### config.mk
export PLATFORM = sky130hd
export DESIGN_NAME = rx_frame_decode
export DESIGN_NICKNAME = d
export VERILOG_FILES = /design/src/rtl/ISO14443A_pkg.sv /design/src/rtl/rx_byte_assembler.sv /design/src/rtl/rx_frame_decode.sv
export SDC_FILE = /design/constraint.sdc
export NUM_CORES = 1
export LEC_CHECK = 0
export ABC_AREA = 1
export CAP_MARGIN = 25
export CELL_PAD_IN_SITES_DETAIL_PLACEMENT = 0
export CELL_PAD_IN_SITES_GLOBAL_PLACEMENT = 1
export CORE_ASPECT_RATIO = 1.1
export CORE_MARGIN = 2
export CORE_UTILIZATION = 33
export CTS_CLUSTER_SIZE = 8
export DETAILED_ROUTE_END_ITERATION = 7
export PLACE_DENSITY = 0.73
export SLEW_MARGIN = 0
export SYNTH_ARGS = -nofsm -noshare
export SYNTH_HDL_FRONTEND = slang
export SYNTH_SLANG_ARGS = --single-unit
### constraint.sdc
create_clock -name clk -period 2.5 [get_ports clk]
set_clock_uncertainty 0.1 [all_clocks]
set_input_delay 0.5 -clock clk [delete_from_list [all_inputs] [get_ports clk]]
set_output_delay 0.5 -clock clk [all_outputs]
set_load 0.1 [all_outputs]
### src/rtl/ISO14443A_pkg.sv
`default_nettype none
// ============================================================================
//  Module      : ISO14443A_pkg
//  Description : Shared types and constants for the ISO14443A PCD->PICC
//                receive path. Holds the Modified Miller sequence type
//                produced by sequence_decode and the frame-decoder state type.
//  Ports       : none (package)
//  Revision    : 1.0 - initial release
// ============================================================================
package ISO14443A_pkg;

    // One Modified Miller bit period as classified by sequence_decode.
    typedef enum logic [1:0] {
        PCDBitSequence_ERROR = 2'd0,
        PCDBitSequence_X     = 2'd1,
        PCDBitSequence_Y     = 2'd2,
        PCDBitSequence_Z     = 2'd3
    } PCDBitSequence;

    // Frame decoder FSM state.
    typedef enum logic [0:0] {
        IDLE = 1'b0,
        DATA = 1'b1
    } RxFrameState;

    // Eight data bits followed by one odd-parity bit.
    localparam int BITS_PER_GROUP = 9;

endpackage
`default_nettype wire

### src/rtl/rx_byte_assembler.sv
`default_nettype none
// ============================================================================
//  Module      : rx_byte_assembler
//  Description : Packs committed frame bits into bytes, LSB first, and checks
//                the odd parity bit that closes each 9-bit group. A flush
//                emits any partially filled byte without a parity verdict.
//  Ports       : clk, rst_n        - clock, async active-low reset
//                bit_i, bit_valid_i - committed bit and its strobe
//                flush_i           - end of frame: emit partial byte if any
//                clear_i           - drop the current group without output
//                data_o, data_bits_o, parity_error_o, data_valid_o - byte out
//  Revision    : 1.0 - initial release
// ============================================================================
module rx_byte_assembler
    import ISO14443A_pkg::*;
(
    input  logic       clk,
    input  logic       rst_n,
    input  logic       bit_i,
    input  logic       bit_valid_i,
    input  logic       flush_i,
    input  logic       clear_i,
    output logic [7:0] data_o,
    output logic [3:0] data_bits_o,
    output logic       data_valid_o,
    output logic       parity_error_o
);

    localparam logic [3:0] PARITY_POS = 4'(BITS_PER_GROUP - 1);

    logic [3:0] cnt_q, cnt_d;
    logic [7:0] shift_q, shift_d;
    logic [7:0] data_q, data_d;
    logic [3:0] data_bits_q, data_bits_d;
    logic       data_valid_q, data_valid_d;
    logic       parity_error_q, parity_error_d;

    always_comb begin
        cnt_d          = cnt_q;
        shift_d        = shift_q;
        data_d         = data_q;
        data_bits_d    = data_bits_q;
        data_valid_d   = 1'b0;
        parity_error_d = parity_error_q;

        if (clear_i) begin
            cnt_d   = 4'd0;
            shift_d = 8'd0;
        end else if (flush_i) begin
            // A group cut short (including 8 bits with no parity) is a
            // partial byte and carries no parity verdict.
            if (cnt_q != 4'd0) begin
                data_valid_d   = 1'b1;
                data_d         = shift_q;
                data_bits_d    = cnt_q;
                parity_error_d = 1'b0;
            end
            cnt_d   = 4'd0;
            shift_d = 8'd0;
        end else if (bit_valid_i) begin
            if (cnt_q == PARITY_POS) begin
                // Odd parity: data plus parity must hold an odd number of 1s.
                data_valid_d   = 1'b1;
                data_d         = shift_q;
                data_bits_d    = 4'd8;
                parity_error_d = ~(^shift_q ^ bit_i);
                cnt_d          = 4'd0;
                shift_d        = 8'd0;
            end else begin
                shift_d[cnt_q[2:0]] = bit_i;
                cnt_d               = cnt_q + 4'd1;
            end
        end
    end

    always_ff @(posedge clk or negedge rst_n) begin
        if (!rst_n) begin
            cnt_q          <= 4'd0;
            shift_q        <= 8'd0;
            data_q         <= 8'd0;
            data_bits_q    <= 4'd0;
            data_valid_q   <= 1'b0;
            parity_error_q <= 1'b0;
        end else begin
            cnt_q          <= cnt_d;
            shift_q        <= shift_d;
            data_q         <= data_d;
            data_bits_q    <= data_bits_d;
            data_valid_q   <= data_valid_d;
            parity_error_q <= parity_error_d;
        end
    end

    assign data_o         = data_q;
    assign data_bits_o    = data_bits_q;
    assign data_valid_o   = data_valid_q;
    assign parity_error_o = parity_error_q;

endmodule
`default_nettype wire

### src/rtl/rx_frame_decode.sv
`default_nettype none
// ============================================================================
//  Module      : rx_frame_decode
//  Description : Frame-level Modified Miller decoder for the PCD->PICC path.
//                Tracks SOC / data / EOC, holds one pending bit so the final
//                logic 0 of EOC is never committed, and hands committed bits
//                to rx_byte_assembler for byte packing and parity checking.
//  Ports       : clk, rst_n           - clock, async active-low reset
//                seq, seq_valid       - sequence from sequence_decode
//                soc, eoc, error      - frame delimiter / abort pulses
//                data, data_bits, data_valid, parity_error - byte stream
//                active               - frame in progress
//  Revision    : 1.0 - initial release
// ============================================================================
module rx_frame_decode
    import ISO14443A_pkg::*;
(
    input  logic          clk,
    input  logic          rst_n,
    input  PCDBitSequence seq,
    input  logic          seq_valid,
    output logic          soc,
    output logic          eoc,
    output logic          error,
    output logic [7:0]    data,
    output logic [3:0]    data_bits,
    output logic          data_valid,
    output logic          parity_error,
    output logic          active
);

    RxFrameState state_q, state_d;
    logic        prev_bit_q, prev_bit_d;
    logic        pend_v_q, pend_v_d;
    logic        pend_b_q, pend_b_d;
    logic        soc_q, soc_d;
    logic        eoc_q, eoc_d;
    logic        error_q, error_d;

    logic        commit;
    logic        flush;
    logic        clear;

    always_comb begin
        state_d    = state_q;
        prev_bit_d = prev_bit_q;
        pend_v_d   = pend_v_q;
        pend_b_d   = pend_b_q;
        soc_d      = 1'b0;
        eoc_d      = 1'b0;
        error_d    = 1'b0;
        commit     = 1'b0;
        flush      = 1'b0;
        clear      = 1'b0;

        if (seq_valid) begin
            case (state_q)
                IDLE: begin
                    if (seq == PCDBitSequence_Z) begin
                        soc_d      = 1'b1;
                        state_d    = DATA;
                        prev_bit_d = 1'b0;
                        pend_v_d   = 1'b0;
                        pend_b_d   = 1'b0;
                        clear      = 1'b1;
                    end
                end
                DATA: begin
                    // Abort is the fall-through; legal sequences override it.
                    error_d  = 1'b1;
                    state_d  = IDLE;
                    pend_v_d = 1'b0;
                    clear    = 1'b1;
                    case (seq)
                        PCDBitSequence_X: begin
                            error_d    = 1'b0;
                            state_d    = DATA;
                            clear      = 1'b0;
                            commit     = pend_v_q;
                            pend_v_d   = 1'b1;
                            pend_b_d   = 1'b1;
                            prev_bit_d = 1'b1;
                        end
                        PCDBitSequence_Z: begin
                            // Z cannot follow a logic 1: left as abort.
                            if (!prev_bit_q) begin
                                error_d  = 1'b0;
                                state_d  = DATA;
                                clear    = 1'b0;
                                commit   = pend_v_q;
                                pend_v_d = 1'b1;
                                pend_b_d = 1'b0;
                            end
                        end
                        PCDBitSequence_Y: begin
                            if (prev_bit_q) begin
                                error_d    = 1'b0;
                                state_d    = DATA;
                                clear      = 1'b0;
                                commit     = pend_v_q;
                                pend_v_d   = 1'b1;
                                pend_b_d   = 1'b0;
                                prev_bit_d = 1'b0;
                            end else if (pend_v_q) begin
                                // EOC: the pending 0 belongs to the EOC
                                // pattern and is dropped, not committed.
                                error_d = 1'b0;
                                clear   = 1'b0;
                                flush   = 1'b1;
                                eoc_d   = 1'b1;
                            end
                            // Y right after SOC (empty frame) stays abort.
                        end
                        default: ;
                    endcase
                end
                default: state_d = IDLE;
            endcase
        end
    end

    always_ff @(posedge clk or negedge rst_n) begin
        if (!rst_n) begin
            state_q    <= IDLE;
            prev_bit_q <= 1'b0;
            pend_v_q   <= 1'b0;
            pend_b_q   <= 1'b0;
            soc_q      <= 1'b0;
            eoc_q      <= 1'b0;
            error_q    <= 1'b0;
        end else begin
            state_q    <= state_d;
            prev_bit_q <= prev_bit_d;
            pend_v_q   <= pend_v_d;
            pend_b_q   <= pend_b_d;
            soc_q      <= soc_d;
            eoc_q      <= eoc_d;
            error_q    <= error_d;
        end
    end

    rx_byte_assembler u_byte_assembler (
        .clk            (clk),
        .rst_n          (rst_n),
        .bit_i          (pend_b_q),
        .bit_valid_i    (commit),
        .flush_i        (flush),
        .clear_i        (clear),
        .data_o         (data),
        .data_bits_o    (data_bits),
        .data_valid_o   (data_valid),
        .parity_error_o (parity_error)
    );

    assign soc    = soc_q;
    assign eoc    = eoc_q;
    assign error  = error_q;
    assign active = (state_q == DATA);

endmodule
`default_nettype wire
### After elaboration in Yosys (flattened, before gate mapping)

Cells that the tools add are included.

* logic and storage cells: 100
* output and inout bits: 18
* flip-flop bits (word level): 33
* input bits: 5

* multiplexer cells: 60
* equality and inequality tests: 10
* order comparisons: 2
* reduce and logical (&&, ||, !) cells: 10
* bitwise gates (word level): 4
* $add $sub $neg: 1

Operators with widths (number)
* $mux 8: 8
* $mux 1: 32
* $mux 4: 8
* $pmux 1 s2: 6
* $pmux 1 s3: 4
* $bwmux 8: 1
* $reduce_xor 8->1: 1
* $ne 3x3->1 const B: 2
* $reduce_and 5->1: 1
* $add 4x1->4 const B: 1
* $eq 2x2->1 const B: 2
* $eq 4x4->1 const B: 1
* $lt 3x4->1 const B: 1
* $ne 4x1->1 const B: 1
* $reduce_and 4->1: 1
* $reduce_bool 2->1: 2
* $reduce_bool 4->1: 1
* $demux 1 s3: 1
* $ge 3x1->1 const B: 1
* $ne 3x1->1 const B: 1
* $not 1->1: 3
* $reduce_and 3->1: 1
* $reduce_bool 3->1: 1
* $eq 2x1->1 const B: 1
* other kinds (5): 5

### Depth between registers and ports, before layout

Gate-level depths: netlist of run 1.

* word-level depth: 9
* gate-level depth with buffers: 12
* mapped depth without buffers: 11

### Modules after synthesis

Synthesis of run 1 repeated with hierarchy kept, for this count alone.

* cell total of the unflattened synthesis: 225
* area, all modules: 1798.0 um2

Modules (own cells, without submodules)
* rx_byte_assembler: area an instance 1325.0 um2, instances 1, sequential area each 650.6 um2, cells an instance 162
* rx_frame_decode: area an instance 473.0 um2, instances 1, sequential area each 175.2 um2, cells an instance 63

### Worst setup path before layout of run 1

No wires, ideal clock.

* kind: register to register
* start: register state_q (netlist: active)
* end: register u_byte_assembler.data_bits_q[0] (netlist: u_byte_assembler.data_bits_o[0])
* required time: 2280 ps
* setup time: 120 ps
* clock period less this slack: 2320 ps
* path buffers: 1
* arrival time: 2100 ps
* slack: 180 ps
* stages on the path, launching flop included: 11
* cells stage by stage: dfrtp_1 > nand3_2 > nor2_8 > nand2_1 > nand2_1 > nand2_4 > nor2_8 > inv_4 > buf_6 > nand2_1 > nand2_1

* elaborated cells on any way between the ends: 13
* those cells by class: eq/ne: 1; mux: 7; bitwise: 2; reduce/logical: 3

RTL lines
* from (decl): RTL line rx_frame_decode.sv:32 `RxFrameState state_q, state_d;`
* from (signal assigned): RTL line rx_frame_decode.sv:132 `state_q <= state_d;`
* $mux 1 * (2 in a row)
* via eoc_d: RTL line rx_frame_decode.sv:37 `logic eoc_q, eoc_d;`
* $ne 2x1->1 (no line) / $reduce_bool 2->1 (equally long branches)
* $reduce_and 4->1 (no line)
* to (signal assigned): RTL line rx_byte_assembler.sv:88 `data_bits_q <= data_bits_d;`
* to (decl): RTL line rx_byte_assembler.sv:34 `logic [3:0] data_bits_q, data_bits_d;`

Mark *: on every way through the listed nets, which the timed path passes. The rest lies on a longest branch.
A chain may end at the register's enable or synchronous reset.

### Final worst setup path of run 1

* start: input seq[1]
* end: register u_byte_assembler.data_q[5] (netlist: u_byte_assembler.data_o[5])

* longest elaborated chain between the ends: 6
* elaborated cells on any way between the ends: 19
* those cells by class: eq/ne: 4; mux: 11; bitwise: 1; reduce/logical: 3

RTL lines
* from (decl): RTL line rx_frame_decode.sv:20 `input PCDBitSequence seq,`
* $eq 2x2->1 *
* $mux 1 * (3 in a row)
* via eoc_d: RTL line rx_frame_decode.sv:37
* $ne 2x1->1 (no line) / $reduce_bool 2->1 (equally long branches)
* $reduce_and 4->1 (no line)
* to (signal assigned): RTL line rx_byte_assembler.sv:87 `data_q <= data_d;`
* to (decl): RTL line rx_byte_assembler.sv:33 `logic [7:0] data_q, data_d;`

Marks and branches as above.

==> results of run 1 <==
## worst max-delay path, delay by kind of cell
family                     cells  cell delay [ns]
AOI/OAI and AO/OA              1             0.05
buffers and inverters          4             0.84
adders and majority gates      1             0.21
and+or+nand+nor                6             0.70
## flip-flops by register name, indices dropped and copies added, names as in the netlist
| name | cells |
|---|---|
| active | 1 |
| eoc | 1 |
| error | 1 |
| pend_b_q | 1 |
| pend_v_q | 1 |
| prev_bit_q | 1 |
| soc | 1 |
| u_byte_assembler.cnt_q | 4 |
| u_byte_assembler.data_bits_o | 4 |
| u_byte_assembler.data_o | 8 |
| u_byte_assembler.data_valid_o | 1 |
| u_byte_assembler.parity_error_o | 1 |
| u_byte_assembler.shift_q | 8 |
## power by group
group | internal [µW] | switching [µW]
Combinational | 232 | 489
Sequential | 617 | 113
Clock | 249 | 197
Total | 1100 | 798
## Yosys cell counts, types with 3 or more instances
master    instances
a21oi_1           6
buf_2             3
clkbuf_1          4
dfrtp_1          33
ha_1              7
inv_1            24
inv_2             3
nand2_1          89
nand3_1          32
nand4_1           6
nor2_1           18
nor3_1            7
o21ai_0           7
o21ai_1           3
## area by class of cell
class,count,area (µm²)
clock buffers,7,96.34
clock inverters,1,5.005
fillers,625,3353
inverters,28,107.6
multi-input cells,192,970.9
flip-flops and latches,33,825.8
well taps,77,96.34
repair buffers,34,277.8
## through the flow
| stage | hold slack, ns | setup TNS, ns | setup slack (ns) | std cells |
|---|---|---|---|---|
| finish | 0.3743 | 0 | 0.2716 | 372 |
| global route | 0.4069 | 0 | 0.1207 | 372 |
| CTS | 0.3787 | 0 | 0.2644 | 372 |
| detailed placement | 0.3612 | -0.2630 | -0.03311 | 364 |
| global placement | 0.3591 | -0.09400 | -0.01747 | 364 |
| floorplan | 0.1044 | 0 | 0.1798 | 261 |
## kinds of logic (layout without fill, tap and decap cells)
kind of cell / count (synthesis) / count (layout) / share of synthesized area (%)
flops: 33 / 33 / 42.44
buf+inv: 36 / 70 / 7.653
simple gates: 161 / 161 / 37.88
fa+ha+maj: 7 / 7 / 4.501
xor+xnor: 4 / 4 / 1.801
compound gates: 20 / 20 / 5.723
## path summary, 6_finish.rpt
path	start	to	slack (ns)	depth (start not counted)
max	seq[1]	u_byte_assembler.data_o[5]	0.27	12
min	u_byte_assembler.data_o[1]	u_byte_assembler.data_o[1]	0.37	2
max reg2reg	u_byte_assembler.cnt_q[0]	u_byte_assembler.shift_q[3]	0.52	9
min reg2reg	u_byte_assembler.data_o[1]	u_byte_assembler.data_o[1]	0.37	2
max in group asynchronous	rst_n	u_byte_assembler.shift_q[2]	1.48	2
min in group asynchronous	rst_n	u_byte_assembler.data_o[7]	0.52	2
## per-layer routing
metal | track usage, % | wire, µm | vias up | part of all wire, %
met4 | 5.844 | 78 | 0 | 1.9
met5 | 0 | 0 | - | 0
li1 | - | - | 901 | -
met2 | 24.35 | 1973 | 27 | 47
met1 | 17.14 | 2009 | 733 | 48
met3 | 2.903 | 120 | 5 | 2.9
==> results.md, run 1 <==
- Grt ovf: 0
- WP data arrival: 2.31 ns
- Status: finished, final reports clean
- Top cell type's share of synthesized area: 42.44%
- Hold Buf Count CTS: 0
- TritonCTS clock tree: done
- Top FF cell, synth: dfrtp_1
- Core Util, Final: 41.51%
- FP Rows: 29
- FFs w/ async S/R, synth: 100.0%
- Seq/Total Area, Yosys: 42.44%
- Vias in the first global route: 1611
- Worst-path fanout max: 17
- Initial Util: 33.94%
- DR WL/cell: 11.24 µm
- Vias post-DR: 1666
- Post-place instance area: 2278 µm²
- # DRC: 0
- CTS max path bufs: 2
- Mapped Cells: 261
- Nets: 306
- CTS sink count: 33
- Clock-pin slew on the worst setup and hold paths: 0.07 ns
- Post-CTS sizing: 0
- Worst Path Required: 2.58 ns
- RSZ-0062 raised after global routing: no
- Initial antenna violation count: 0
- Worst-margin pin slew: 0.4228 ns
- Commonest non-fill, non-tap cell in the layout: nand2_1
- Worst Setup End Kind: flop
- Slew Viols, Final: 0
- Drt initial violations: 34
- # port buffers: 22
- Synthesized area per cell: 7.454 µm²
- Slew margin rel.: 71.81%
- Setup-failing EPs final: 0
- Post-synth EDFFs: 0
- Core ar.: 5733 µm²
- Most area-hungry cell type in the Yosys netlist: dfrtp_1
- #FFs+latches synth: 33
- Detail Placement HPWL: 3.146 mm
- Net Count, Synth: 273
- Die Wd: 77.21 µm
- Die area: 6527 µm²
- Final instance area: 2380 µm²
- Ant. Diodes: 0
- Clk_lat worst skew: 0.28 ns
- Post-Route WL: 4.182 mm
- Pwr per Cell Area: 796.5 nW/µm²
- Routability cong.: 0.8555
- DRT antenna net count: 0
- Period utilization: 89.14%
- Root Driver: clkbuf_8
- VDD IR-drop max: 433.8 µV
- Distinct cells, synth: 28
- Commonest non-fill, non-tap cells in the layout: nand2_1 (89), dfrtp_1 (33), nand3_1 (32)
- Syn Std Cell Area: 1946 µm²
- Gr usage total: 14.13%
- # Max-Cap Violations: 0
- Synth area leaders: dfrtp_1 (42%), nand2_1 (17%), nand3_1 (8.2%)
- Slowest cell on crit path: clkdlybuf4s50_1
- Final Hold Violating Endpoints: 0
- Crit path kind: in2reg
- Boundary Pins: 23
- Pwr Total: 1896 µW
- Area Growth Syn to Fin: 22.31%
- Hold/Removal Path Class: reg2reg
- CTS HTree Levels: 2
- Max Clk Rate: 448.8 MHz
- Startpoint types: input port
- Die span in y: 84.53 µm
- Pre-antenna DRT Iters: 4
- Largest net degree at the start of global routing: 34
- Max incr delay on CP: 0.50 ns
- Yosys warning count: 0
- Post-CTS Setup Repair Bufs: 0
- Vias per cell: 4.478
- Minimum clock period: 2.228 ns
- First-pass GRT wire length: 7.327 mm
- Crit-path cells: clkdlybuf4s50_1, buf_4, ha_1, nand2_1, nor2_8, inv_2, nand2_4, nand2_4, nor2_8, inv_4, nand2_1, o21ai_2
- LEAKAGE: 0.001306 µW
- Layout cells sized above 1: 17.29%
- CTS Buf Count: 5
Power figures use the tool's default switching activity.
==> run 2, diff against run 1 <==
- MAX_ROUTING_LAYER: not set -> met4
==> run 2 against run 1 <==
  * Register-to-register slack barely moved
  * Design area unchanged
  * Final cell count unchanged
  * Sequential share of layout area unchanged
  * Critical path type unchanged
  * Largest cell class unchanged
  * Largest power group unchanged
==> results.md, run 2 (synthesis results as in run 1) <==
- # DRC: 0
- Layout cells sized above 1: 17.29%
- LEAKAGE: 0.001306 µW
- CTS HTree Levels: 2
- Post-CTS Setup Repair Bufs: 0
- CTS max path bufs: 2
- Hold Buf Count CTS: 0
- RSZ-0062 raised after global routing: no
- Internal cell power: 1097 µW
- Minimum clock period: 2.212 ns
- Ant. Diodes: 0
- Pre-antenna DRT Iters: 4
- Root Driver: clkbuf_8
- CTS Buf Count: 5
- Die Wd: 77.21 µm
- Setup TNS: 0 ns
- Worst Setup End Kind: flop
- Placed cell count: 364
- Commonest non-fill, non-tap cell in the layout: nand2_1
- Net Sw Frac: 42.10%
- Post-Route WL: 4.180 mm
- Slew margin rel.: 71.81%
- WP data arrival: 2.29 ns
- RR Startpoint: u_byte_assembler.cnt_q[0]
- Final Hold Violating Endpoints: 0
- # port buffers: 22
- Initial Util: 33.94%
- Status: finished, final reports clean
- Combinational share of power: 38.0%
- Crit-path cells: clkdlybuf4s50_1, buf_4, ha_1, nand2_1, nor2_8, inv_2, nand2_4, nand2_4, nor2_8, inv_4, nand2_1, o21ai_2
- Routability cong.: 0.8692
- Psw: 797.8 µW
- CTS sink count: 33
- Drt initial violations: 38
- DRT antenna net count: 0
- Max incr delay on CP: 0.50 ns
- Die span in y: 84.53 µm
- Finished Layout Cells: 372
- VDD IR-drop max: 433.1 µV
- Period utilization: 88.49%
- Die area: 6527 µm²
- Worst R2R Setup Slack: 0.52 ns
- Slew Viols, Final: 0
- FP Rows: 29
- Vias post-DR: 1662
- Nets: 306
- Vias in the first global route: 1613
- First-pass GRT wire length: 7.327 mm
- Worst setup path endpoint: u_byte_assembler.data_o[5]
- Clk_lat worst skew: 0.28 ns
- Pwr per Cell Area: 796.3 nW/µm²
- Hold depth: 2
- Crit. Startpoint: seq[1]
- Initial antenna violation count: 0
- Hold path start: u_byte_assembler.data_o[1]
- Worst Path Required: 2.58 ns
- Clock-pin slew on the worst setup and hold paths: 0.07 ns
- Startpoint types: input port
- Vias per cell: 4.468
- Flop pwr share: 38.5%
- Worst-path fanout max: 17
- TritonCTS clock tree: done
- Area Growth Syn to Fin: 22.31%
- Max Clk Rate: 452.1 MHz
- Fillers: 625
- Hold/Removal Path Class: reg2reg
- Worst-margin pin slew: 0.4228 ns
- Commonest non-fill, non-tap cells in the layout: nand2_1 (89), dfrtp_1 (33), nand3_1 (32)
- Detail Placement HPWL: 3.146 mm
- Slowest cell on crit path: clkdlybuf4s50_1
- Core ar.: 5733 µm²
- DR WL/cell: 11.24 µm
- Largest net degree at the start of global routing: 34
- Crit path kind: in2reg
- Boundary Pins: 23
- Clk pwr share: 23.5%
- # Max-Cap Violations: 0
- Grt ovf: 0
- Setup-failing EPs final: 0
- Gr usage total: 14.56%
- Reg2reg end: u_byte_assembler.shift_q[3]
- R2R depth: 9
- Post-CTS sizing: 0
[run 2: cell counts in the layout (fill, tap and decap cells not counted)]
No cell type changed its count.
[run 2: area by class of cell]
| cell class | count | area [µm²] | share of cell area, % |
|---|---|---|---|
| timing repair buffer | 34 | 277.8 | 11.67 |
| tap | 77 | 96.34 | 4.048 |
| multi-input combinational | 192 | 970.9 | 40.80 |
| inverter | 28 | 107.6 | 4.522 |
| sequential | 33 | 825.8 | 34.70 |
| clock buffer | 7 | 96.34 | 4.048 |
| clock inverter | 1 | 5.005 | 0.2103 |
[run 2: routing by layer]
metal  GRT usage (%)  wire [µm]  part of all wire, %
met1           17.14       2014                   48
met2           24.35       1969                   47
met3           2.903        117                  2.8
met4           5.844         78                  1.9
met5               -          0                    0
[run 2: power groups by stage]
| stage | sequential, µW | combinational [µW] | clock [µW] |
|---|---|---|---|
| after detailed placement | 738 | 728 | 0 |
| after CTS | 729 | 728 | 462 |
| after global routing | 744 | 822 | 490 |
| after floorplan | 856 | 416 | 0 |
| after global placement | 739 | 725 | 0 |
| final | 729 | 720 | 445 |
[run 2: worst min path at each step]
stage / slack (ns) / endpoint
floorplan: 0.10 / active
global placement: 0.36 / u_byte_assembler.data_o[6]
detailed placement: 0.36 / u_byte_assembler.data_o[1]
CTS: 0.38 / u_byte_assembler.data_o[1]
global route: 0.41 / u_byte_assembler.data_o[7]
finish: 0.37 / u_byte_assembler.data_o[1]
[run 2: worst max-delay path, delay by kind of cell]
kind | cells | cell delay (ns)
fa+ha+maj | 1 | 0.20
compound gates | 1 | 0.05
buf+inv | 4 | 0.84
simple gates | 6 | 0.70
[run 2: metrics by stage]
step	instance area, µm²	hold WS (ns)	total power, µW	utilization, %	setup WS, ns
2_1_floorplan	1946	0.1044	1272	-	0.1798
3_3_place_gp	2278	0.3591	1464	39.74	-0.01747
3_5_place_dp	2278	0.3612	1466	39.74	-0.03311
4_1_cts	2380	0.3787	1919	41.51	0.2644
5_1_grt	2380	0.4069	2056	41.51	0.1207
6_report	2380	0.3743	1895	41.51	0.2879
